[src/rtl/conv_encoder_sys.sv]
// -----------------------------------------------------------------------------
// conv_encoder_sys
// Rate-1/2 feedforward convolutional encoder with per-frame selectable
// constraint length K (3..6). One data bit per accepted input beat becomes one
// 2-bit coded symbol. Every frame is terminated with K-1 zero tail bits, so the
// trellis returns to state 0 before the next frame starts.
//
// Ports
//   clk                       rising-edge clock
//   rst_n                     asynchronous, active-low reset
//   choose_constraint_length  requested K; sampled when a frame's first bit fires
//   in_valid / in_ready       input handshake (in_ready is combinational)
//   in_bit                    data bit
//   in_last                   marks the final data bit of a frame
//   out_valid / out_ready     output handshake
//   encoded_bits              {g0, g1} coded symbol
//   out_last                  marks the final tail symbol of a frame
// -----------------------------------------------------------------------------
module conv_encoder_sys #(
  parameter int MAX_K = 6
) (
  input  logic       clk,
  input  logic       rst_n,
  input  logic [2:0] choose_constraint_length,
  input  logic       in_valid,
  input  logic       in_bit,
  input  logic       in_last,
  output logic       in_ready,
  output logic       out_valid,
  output logic [1:0] encoded_bits,
  output logic       out_last,
  input  logic       out_ready
);

  localparam int SW = MAX_K - 1;  // shift register length

  typedef enum logic [1:0] {
    IDLE = 2'd0,
    DATA = 2'd1,
    TAIL = 2'd2
  } state_t;

  // Unsupported requests fall back to the smallest code.
  function automatic logic [2:0] clamp_k(input logic [2:0] k);
    if ((int'(k) >= 3) && (int'(k) <= 6) && (int'(k) <= MAX_K)) begin
      return k;
    end
    return 3'd3;
  endfunction

  // Generator taps left-aligned in the {u, s1..s(MAX_K-1)} window, so the MSB
  // always multiplies the current input and unused low taps are zero.
  function automatic logic [MAX_K-1:0] tap_mask(input logic [2:0] k, input logic sel_g1);
    logic [5:0]       g;
    logic [MAX_K-1:0] m;
    case (k)
      3'd4:    g = sel_g1 ? 6'o17 : 6'o15;
      3'd5:    g = sel_g1 ? 6'o35 : 6'o23;
      3'd6:    g = sel_g1 ? 6'o75 : 6'o53;
      default: g = sel_g1 ? 6'o05 : 6'o07;
    endcase
    m = MAX_K'(g);
    m = m << (MAX_K - int'(k));
    return m;
  endfunction

  state_t         state_q, state_d;
  logic [1:SW]    sreg_q, sreg_d;      // sreg_q[1] is the most recent prior bit
  logic [2:0]     k_q, k_d;
  logic [2:0]     k_eff;
  logic [2:0]     tail_cnt_q, tail_cnt_d;
  logic           out_free;
  logic           in_fire;
  logic           gen;                 // a symbol is produced this cycle
  logic           u;                   // encoder input for this symbol
  logic           tail_last;
  logic [MAX_K-1:0] win;
  logic [MAX_K-1:0] mask_g0, mask_g1;
  logic [1:SW]    keep;
  logic [1:0]     sym;

  // ---------------------------------------------------------------------------
  // Next-state and datapath logic
  // ---------------------------------------------------------------------------
  always_comb begin
    // NOTE: every signal assigned here gets a default first so no path can
    // leave it unassigned and infer a latch.
    state_d    = state_q;
    tail_cnt_d = tail_cnt_q;
    k_eff      = k_q;
    k_d        = k_q;
    gen        = 1'b0;
    u          = 1'b0;
    tail_last  = 1'b0;

    out_free = !out_valid || out_ready;
    in_ready = (state_q != TAIL) && out_free;
    in_fire  = in_valid && in_ready;

    // A new frame uses the requested K immediately for its first symbol.
    if (state_q == IDLE) begin
      k_eff = clamp_k(choose_constraint_length);
    end

    unique case (state_q)
      IDLE, DATA: begin
        if (in_fire) begin
          gen = 1'b1;
          u   = in_bit;
          if (state_q == IDLE) begin
            k_d = k_eff;
          end
          if (in_last) begin
            state_d    = TAIL;
            tail_cnt_d = 3'(k_eff - 3'd1);
          end else begin
            state_d = DATA;
          end
        end
      end
      TAIL: begin
        // Tail zeros advance whenever the output register can take a symbol.
        if (out_free) begin
          gen        = 1'b1;
          u          = 1'b0;
          tail_cnt_d = 3'(tail_cnt_q - 3'd1);
          if (tail_cnt_q == 3'd1) begin
            tail_last = 1'b1;
            state_d   = IDLE;
          end
        end
      end
      default: state_d = IDLE;
    endcase

    mask_g0 = tap_mask(k_eff, 1'b0);
    mask_g1 = tap_mask(k_eff, 1'b1);
    win     = {u, sreg_q};
    sym     = {^(win & mask_g0), ^(win & mask_g1)};

    // Stages beyond K-1 are held at zero so a later, longer frame never sees
    // leftovers from a shorter one.
    for (int i = 1; i <= SW; i++) begin
      keep[i] = (i <= int'(k_eff) - 1);
    end

    sreg_d = sreg_q;
    if (gen) begin
      sreg_d = {u, sreg_q[1:SW-1]} & keep;
    end
  end

  // ---------------------------------------------------------------------------
  // State registers
  // ---------------------------------------------------------------------------
  // NOTE: sequential state uses non-blocking assignments so every register
  // samples pre-edge values, independent of statement order.
  always_ff @(posedge clk or negedge rst_n) begin
    if (!rst_n) begin
      state_q    <= IDLE;
      sreg_q     <= '0;
      k_q        <= 3'd3;
      tail_cnt_q <= 3'd0;
    end else begin
      state_q    <= state_d;
      sreg_q     <= sreg_d;
      k_q        <= k_d;
      tail_cnt_q <= tail_cnt_d;
    end
  end

  // Output register: loads on generation, holds under backpressure, and drops
  // valid/last once the symbol is consumed with nothing new behind it.
  always_ff @(posedge clk or negedge rst_n) begin
    if (!rst_n) begin
      // NOTE: the data register is reset too, so encoded_bits reads a defined
      // 2'b00 after reset rather than whatever the flops powered up with.
      out_valid    <= 1'b0;
      encoded_bits <= 2'b00;
      out_last     <= 1'b0;
    end else if (gen) begin
      out_valid    <= 1'b1;
      encoded_bits <= sym;
      out_last     <= tail_last;
    end else if (out_ready) begin
      out_valid <= 1'b0;
      out_last  <= 1'b0;
    end
  end

endmodule

[config.mk]
export PLATFORM = sky130hd
export DESIGN_NAME = conv_encoder_sys
export DESIGN_NICKNAME = d
export VERILOG_FILES = /design/src/rtl/conv_encoder_sys.sv
export SDC_FILE = /design/constraint.sdc
export NUM_CORES = 1
export LEC_CHECK = 0
export ABC_AREA = 1
export BUFFER_PORTS_ARGS = -buffer_cell sky130_fd_sc_hd__buf_4
export CAP_MARGIN = 20
export CORE_AREA = 2 2 58 60
export CTS_BUF_LIST = sky130_fd_sc_hd__clkbuf_4 sky130_fd_sc_hd__clkbuf_8 sky130_fd_sc_hd__clkbuf_16
export CTS_CLUSTER_DIAMETER = 60
export DETAILED_ROUTE_END_ITERATION = 7
export DIE_AREA = 0 0 60 62
export PLACE_DENSITY_LB_ADDON = 0.25
export SYNTH_ARGS = -nofsm -noshare
export SYNTH_HDL_FRONTEND = slang
export SYNTH_SLANG_ARGS = --single-unit
[constraint.sdc]
create_clock -name clk -period 4.6 [get_ports clk]
set_input_delay 0.69 -clock clk [delete_from_list [all_inputs] [get_ports clk]]
set_output_delay 0.69 -clock clk [all_outputs]
set_load 0.01 [all_outputs]
=== Word-level counts from Yosys, hierarchy flattened ===
Cells that the tools add are included.
W data, S select, Z words.

* Register bits after elaboration: 17
* Input bits: 9
* Output and inout bits: 5
* Logic and storage cells: 76

* Add/subtract/negate cells: 4
* Order comparisons: 7
* Equal/unequal tests: 11
* Shifts and indexed selects: 2
* Mux-type cells: 27
* Bitwise operators: 3
* Reductions and logical operators: 15

{| class="wikitable"
|+ Operator list
! operator !! count
|-
| $shl A6 B32 Y6 || 2
|-
| $pmux W6 S3 || 2
|-
| $mux W3 || 6
|-
| $and A6 B6 Y6 || 2
|-
| $mux W1 || 12
|-
| $reduce_xor A6 Y1 || 2
|-
| $ne A2 B2 Y1 const B || 5
|-
| $eq A3 B3 Y1 const B || 3
|-
| $le A3 B4 Y1 const A || 2
|-
| $le A4 B4 Y1 const A || 2
|-
| $mux W2 || 4
|-
| $pmux W3 S2 || 1
|-
| $reduce_and A3 Y1 || 2
|-
| $sub A3 B1 Y3 const B || 2
|-
| $and A5 B5 Y5 || 1
|-
| $le A2 B4 Y1 const A || 1
|-
| $logic_and A1 B1 Y1 || 4
|-
| $pmux W2 S2 || 1
|-
| $reduce_and A4 Y1 || 1
|-
| $reduce_bool A2 Y1 || 2
|-
| $sub A3 B1 Y4 const B || 1
|-
| $sub A3 B3 Y4 const A || 1
|-
| $eq A3 B1 Y1 const B || 1
|-
| $ge A3 B2 Y1 const B || 1
|-
| 8 further kinds || 8
|}

=== Longest topological paths before layout ===
* Depth in word-level cells: 12
* Gate-level depth with buffers: 20
* Depth with buffers taken out: 20

=== Worst setup path before layout ===
No wires, ideal clock.

* Path kind: input to register
* From: in choose_constraint_length[0]
* To: reg encoded_bits[0]
* Library setup time: 117 ps
* Arrival: 2198 ps
* Required time: 4483 ps
* Setup slack: 2284 ps
* Cell stages on the path: 15
* Path buffers: 0
* Path through: nand3b_1 nand2_4 inv_2 ha_1 nand3_1 nor2_2 inv_1 nand2_1 nand3_1 nand2_1 nand2_1 nand2_1 nand2_1 nand3_1 nand2_1

* Longest elaborated chain between the ends: 12
* Elaborated cells on any way between the ends: 17
* Those cells by class: 1 x add/sub; 2 x order compare; 3 x eq/ne; 1 x shift; 6 x mux; 1 x bitwise; 3 x reduce/logical

{| class="wikitable"
|+ Ends and longest elaborated chain
! element !! RTL line !! RTL
|-
| start, declared || 24 || <nowiki>input logic [2:0] choose_constraint_length,</nowiki>
|-
| $ge A3 B2 Y1 / $le A3 B3 Y1 (equally long branches) || 45 || <nowiki>if ((int'(k) >= 3) && (int'(k) <= 6) && (int'(k) <= MAX_K)) begin</nowiki>
|-
| $logic_and A1 B1 Y1 (2 in a row) || 45 ||
|-
| $mux W1 || 45 ||
|-
| $mux W1 || 101 || <nowiki>if (state_q == IDLE) begin</nowiki>
|-
| $mux W3 (*) || 48 || <nowiki>return 3'd3;</nowiki>
|-
| $mux W3 (*) || 101 ||
|-
| via k_eff[0] || 70 || <nowiki>logic [2:0] k_eff;</nowiki>
|-
| $eq A3 B3 Y1 || 56 || <nowiki>case (k)</nowiki>
|-
| $pmux W6 S3 || 56 ||
|-
| $shl A6 B32 Y6 (*) || 63 || <nowiki>m = m << (MAX_K - int'(k));</nowiki>
|-
| $and A6 B6 Y6 (*) || 139 || <nowiki>sym = {^(win & mask_g0), ^(win & mask_g1)};</nowiki>
|-
| $reduce_xor A6 Y1 (*) || 139 ||
|-
| end signal, assigned || 183 || <nowiki>encoded_bits <= sym;</nowiki>
|-
| end, declared || 30 || <nowiki>output logic [1:0] encoded_bits,</nowiki>
|}

Mark *: on every way through the listed nets, which the timed path passes. The rest lies on a longest branch. The select of a mux whose other input is x is not followed.
A chain may end at the register's enable or synchronous reset.

=== Final worst setup path ===
* From: reg state_q[0]
* To: reg encoded_bits[1]

* Longest elaborated chain between the ends: 7
* Elaborated cells on any way between the ends: 20
* Those cells by class: 1 x add/sub; 6 x eq/ne; 1 x shift; 6 x mux; 1 x bitwise; 5 x reduce/logical

{| class="wikitable"
|+ Ends and longest elaborated chain
! element !! RTL line !! RTL
|-
| start, declared || 67 || <nowiki>state_t state_q, state_d;</nowiki>
|-
| start signal, assigned || 165 || <nowiki>state_q <= state_d;</nowiki>
|-
| $logic_not A2 Y1 (*) || 101 ||
|-
| $mux W3 (*) || 101 ||
|-
| via k_eff[0] || 70 ||
|-
| $eq A3 B3 Y1 || 56 ||
|-
| $pmux W6 S3 || 56 ||
|-
| $shl A6 B32 Y6 (*) || 63 ||
|-
| $and A6 B6 Y6 (*) || 139 ||
|-
| $reduce_xor A6 Y1 (*) || 139 ||
|}

Mark *: on every way through the listed nets, which the timed path passes. The rest lies on a longest branch.

==> impl_metrics.env <==
export IMPL_synth_seq_area_share_pct=26.7
export IMPL_cp_start_kind="flop"
export IMPL_n_antenna_cell=0
export IMPL_dpl_instance_area_sq_um=1730
export IMPL_worstSetupEndpointType="flop"
export IMPL_slew_viol_final=0
export IMPL_cts_resized=0
export IMPL_dp_hpwl_mm=2.67
export IMPL_clock_root_buffer="clkbuf_4"
export IMPL_outcome="completed"
export IMPL_gp_congestion=0.846
export IMPL_grt_use_total_pct=21.0
export IMPL_via_count=1512
export IMPL_synthCells=244
export IMPL_reg2reg_slack_ns=1.79
export IMPL_finalNetCount=276
export IMPL_crit_type="flop to flop"
export IMPL_pwr_share_comb_pct=74.2
export IMPL_initial_core_util_pct=50.5
export IMPL_final_setup_tns_ns=0
export IMPL_insertion_delay_ns=0.30
export IMPL_slew_headroom_pct=72.7
export IMPL_wl_per_cell_um=10.9
export IMPL_clk_path_buf_depth=2
export IMPL_drive_gt1_share_pct=16.7
export IMPL_tritoncts="yes"
export IMPL_cp_max_fo=18
export IMPL_path_clk_slew_ns=0.10
export IMPL_core_area_sq_um=3180
export IMPL_fin_area_sq_um=1760
export IMPL_pwr_share_clk_pct=6.5
export IMPL_p_switching_uw=751
export IMPL_via_per_inst=4.97
export IMPL_grt_overflow_total=0
export IMPL_syn_avg_cell_area_sq_um=6.58
export IMPL_intPower_uw=554
export IMPL_cp_arrival_ns=3.00
export IMPL_drtIter0Drc=44
export IMPL_rsz0062_at_grt="false"
export IMPL_syn_to_final_growth_pct=9.59
export IMPL_drc=0
export IMPL_finalWorstSetupSlack_ns=1.79
export IMPL_hp_class="primary input to asynchronous set/reset pin"
export IMPL_dieHeight_um=62
export IMPL_io_pins=14
export IMPL_tightest_slew_ns=0.409
export IMPL_syn_nets=261
export IMPL_seq_power_share_pct=19.3
export IMPL_portBuffers=13
export IMPL_min_period_ns=2.81
export IMPL_synth_seq_cells=17
export IMPL_finalSetupViolations=0
export IMPL_fin_crit_sh_pct=61.2
export IMPL_postCtsHoldBufs=0
export IMPL_h_tree_depth=1
export IMPL_cap_violations=0
export IMPL_postCtsSetupRepairBufs=0
export IMPL_grt_max_degree=19
export IMPL_dr_pass1_iters=4
export IMPL_rows=21
export IMPL_antenna_found_initial=0
export IMPL_routed_wl_mm=3.33
export IMPL_hold_viol=0
export IMPL_die_w_um=60
export IMPL_numCtsBuffers=3
export IMPL_cellLeakagePower_nw=0.982
export IMPL_skew_ns=0.0103
export IMPL_peakVddDrop_mv=0.370
export IMPL_worst_endpoint_required_ns=4.78
export IMPL_fmax_mhz=355
export IMPL_synth_area_sq_um=1610
export IMPL_ys_types=33
export IMPL_worst_r2r_path_depth=16
export IMPL_cts_sinks=17
export IMPL_ant_nets=0
export IMPL_yosys_warnings=0
export IMPL_switching_share_pct=57.6
export IMPL_grt_pass1_wl_mm=5.92
export IMPL_die_area_sq_um=3720
export IMPL_power_density_nw_per_um2=741
export IMPL_pre_cts_ws_ns=1.57
export IMPL_grt_pass1_vias=1398
[worst max-delay path: stages, from the launching register on]
cell and delay, ns:
dfrtp_1 0.43, nor2_4 0.19, nand3b_1 0.16, nand2_4 0.22
inv_2 0.13, ha_1 0.56, inv_1 0.24, nor2_1 0.14
o21ai_0 0.08, nand2_1 0.10, nand2_1 0.07, inv_1 0.05
nand2_1 0.04, nand2_1 0.07, nand3_1 0.07, nand3_1 0.08
nand2_1 0.06
[power groups by stage]
stage / Clock, mW / Combinational (mW) / Sequential [mW]
floorplan: 0 / 0.781 / 0.250
global placement: 0 / 0.951 / 0.251
detailed placement: 0 / 0.954 / 0.253
CTS: 0.0866 / 0.964 / 0.251
global route: 0.0921 / 1.11 / 0.258
finish: 0.0849 / 0.968 / 0.251
[final cells by class]
type	instances	area (sq um)
flip-flops and latches	17	428
clock buffers	4	30.0
multi-input cells	179	977
well taps	46	57.6
fillers	316	1420
inverters	45	169
repair buffers	13	97.6
[Yosys cell counts]
library cell	instances	area (sq um)
nand2_1	74	278
inv_1	43	161
nand3_1	25	125
dfrtp_1	15	375
nor2_1	14	52.6
o21ai_0	12	60.1
ha_1	8	100
nand2_2	6	37.5
a21oi_1	4	20.0
nand2_4	4	45.0
o211ai_1	4	30.0
nand3_2	3	30.0
nand4_1	3	18.8
nor2_2	3	18.8
dfstp_2	2	52.6
inv_2	2	7.51
nand3b_1	2	15.0
nor2_4	2	22.5
o22ai_1	2	12.5
o31ai_1	2	15.0
xor2_1	2	17.5
a211oi_1	1	7.51
a21oi_2	1	8.76
a31oi_1	1	6.26
buf_2	1	5.00
buf_6	1	11.3
buf_8	1	15.0
nand4_2	1	12.5
nor3_1	1	5.00
nor3_4	1	16.3
o21ai_1	1	5.00
o21ai_2	1	8.76
o41ai_1	1	8.76
[stage by stage]
step | cells | utilization (%) | power, mW | hold WS (ns)
finish | 304 | 55.3 | 1.30 | 0.233
global route | 304 | 55.3 | 1.46 | 0.241
CTS | 304 | 55.3 | 1.30 | 0.239
detailed placement | 300 | 54.4 | 1.21 | 0.477
global placement | 300 | 54.4 | 1.20 | 0.464
floorplan | 244 | - | 1.03 | 0.394
[worst paths after layout]
path / startpoint / to
max: state_q[0] / encoded_bits[1]
min: rst_n / out_valid
max reg2reg: state_q[0] / encoded_bits[1]
min reg2reg: encoded_bits[0] / encoded_bits[0]
max in group asynchronous: rst_n / k_q[0]
min in group clk: encoded_bits[0] / encoded_bits[0]
[layer usage]
metal | share of wire, % | vias to the layer above | GRT usage (%)
li1 | - | 803 | -
met1 | 48 | 666 | 28.4
met2 | 46 | 38 | 34.0
met3 | 4.4 | 5 | 2.07
met4 | 1.5 | 0 | 10.2
met5 | 0 | - | 0
[registers in the layout, indices dropped and copies added (netlist names)]
name	count
out_last	1
encoded_bits	2
sreg_q	5
state_q	2
out_valid	1
k_q	3
tail_cnt_q	3
[cells by family (layout without fill, tap and decap cells)]
group / count (synthesis) / after routing / synth area share, %
buffers and inverters: 48 / 62 / 12.5
flip-flops: 17 / 17 / 26.7
XOR/XNOR: 2 / 2 / 1.09
adder cells (fa/ha/maj): 8 / 8 / 6.24
AND/OR/NAND/NOR: 139 / 139 / 42.2
AO/OA/AOI/OAI: 30 / 30 / 11.4
[layout by cell type, fill, tap and decap left out, drive strengths merged]
cell type,netlist,final
nand2,84,84
inv,45,45
nand3,28,28
nor2,19,19
dfrtp,15,15
o21ai,14,14
buf,3,13
ha,8,8
a21oi,5,5
o211ai,4,4
clkbuf,0,4
nand4,4,4
nand3b,2,2
xor2,2,2
o22ai,2,2
o31ai,2,2
dfstp,2,2
nor3,2,2
a31oi,1,1
a211oi,1,1
o41ai,1,1
Note: power is estimated with default switching activity, not from simulation.
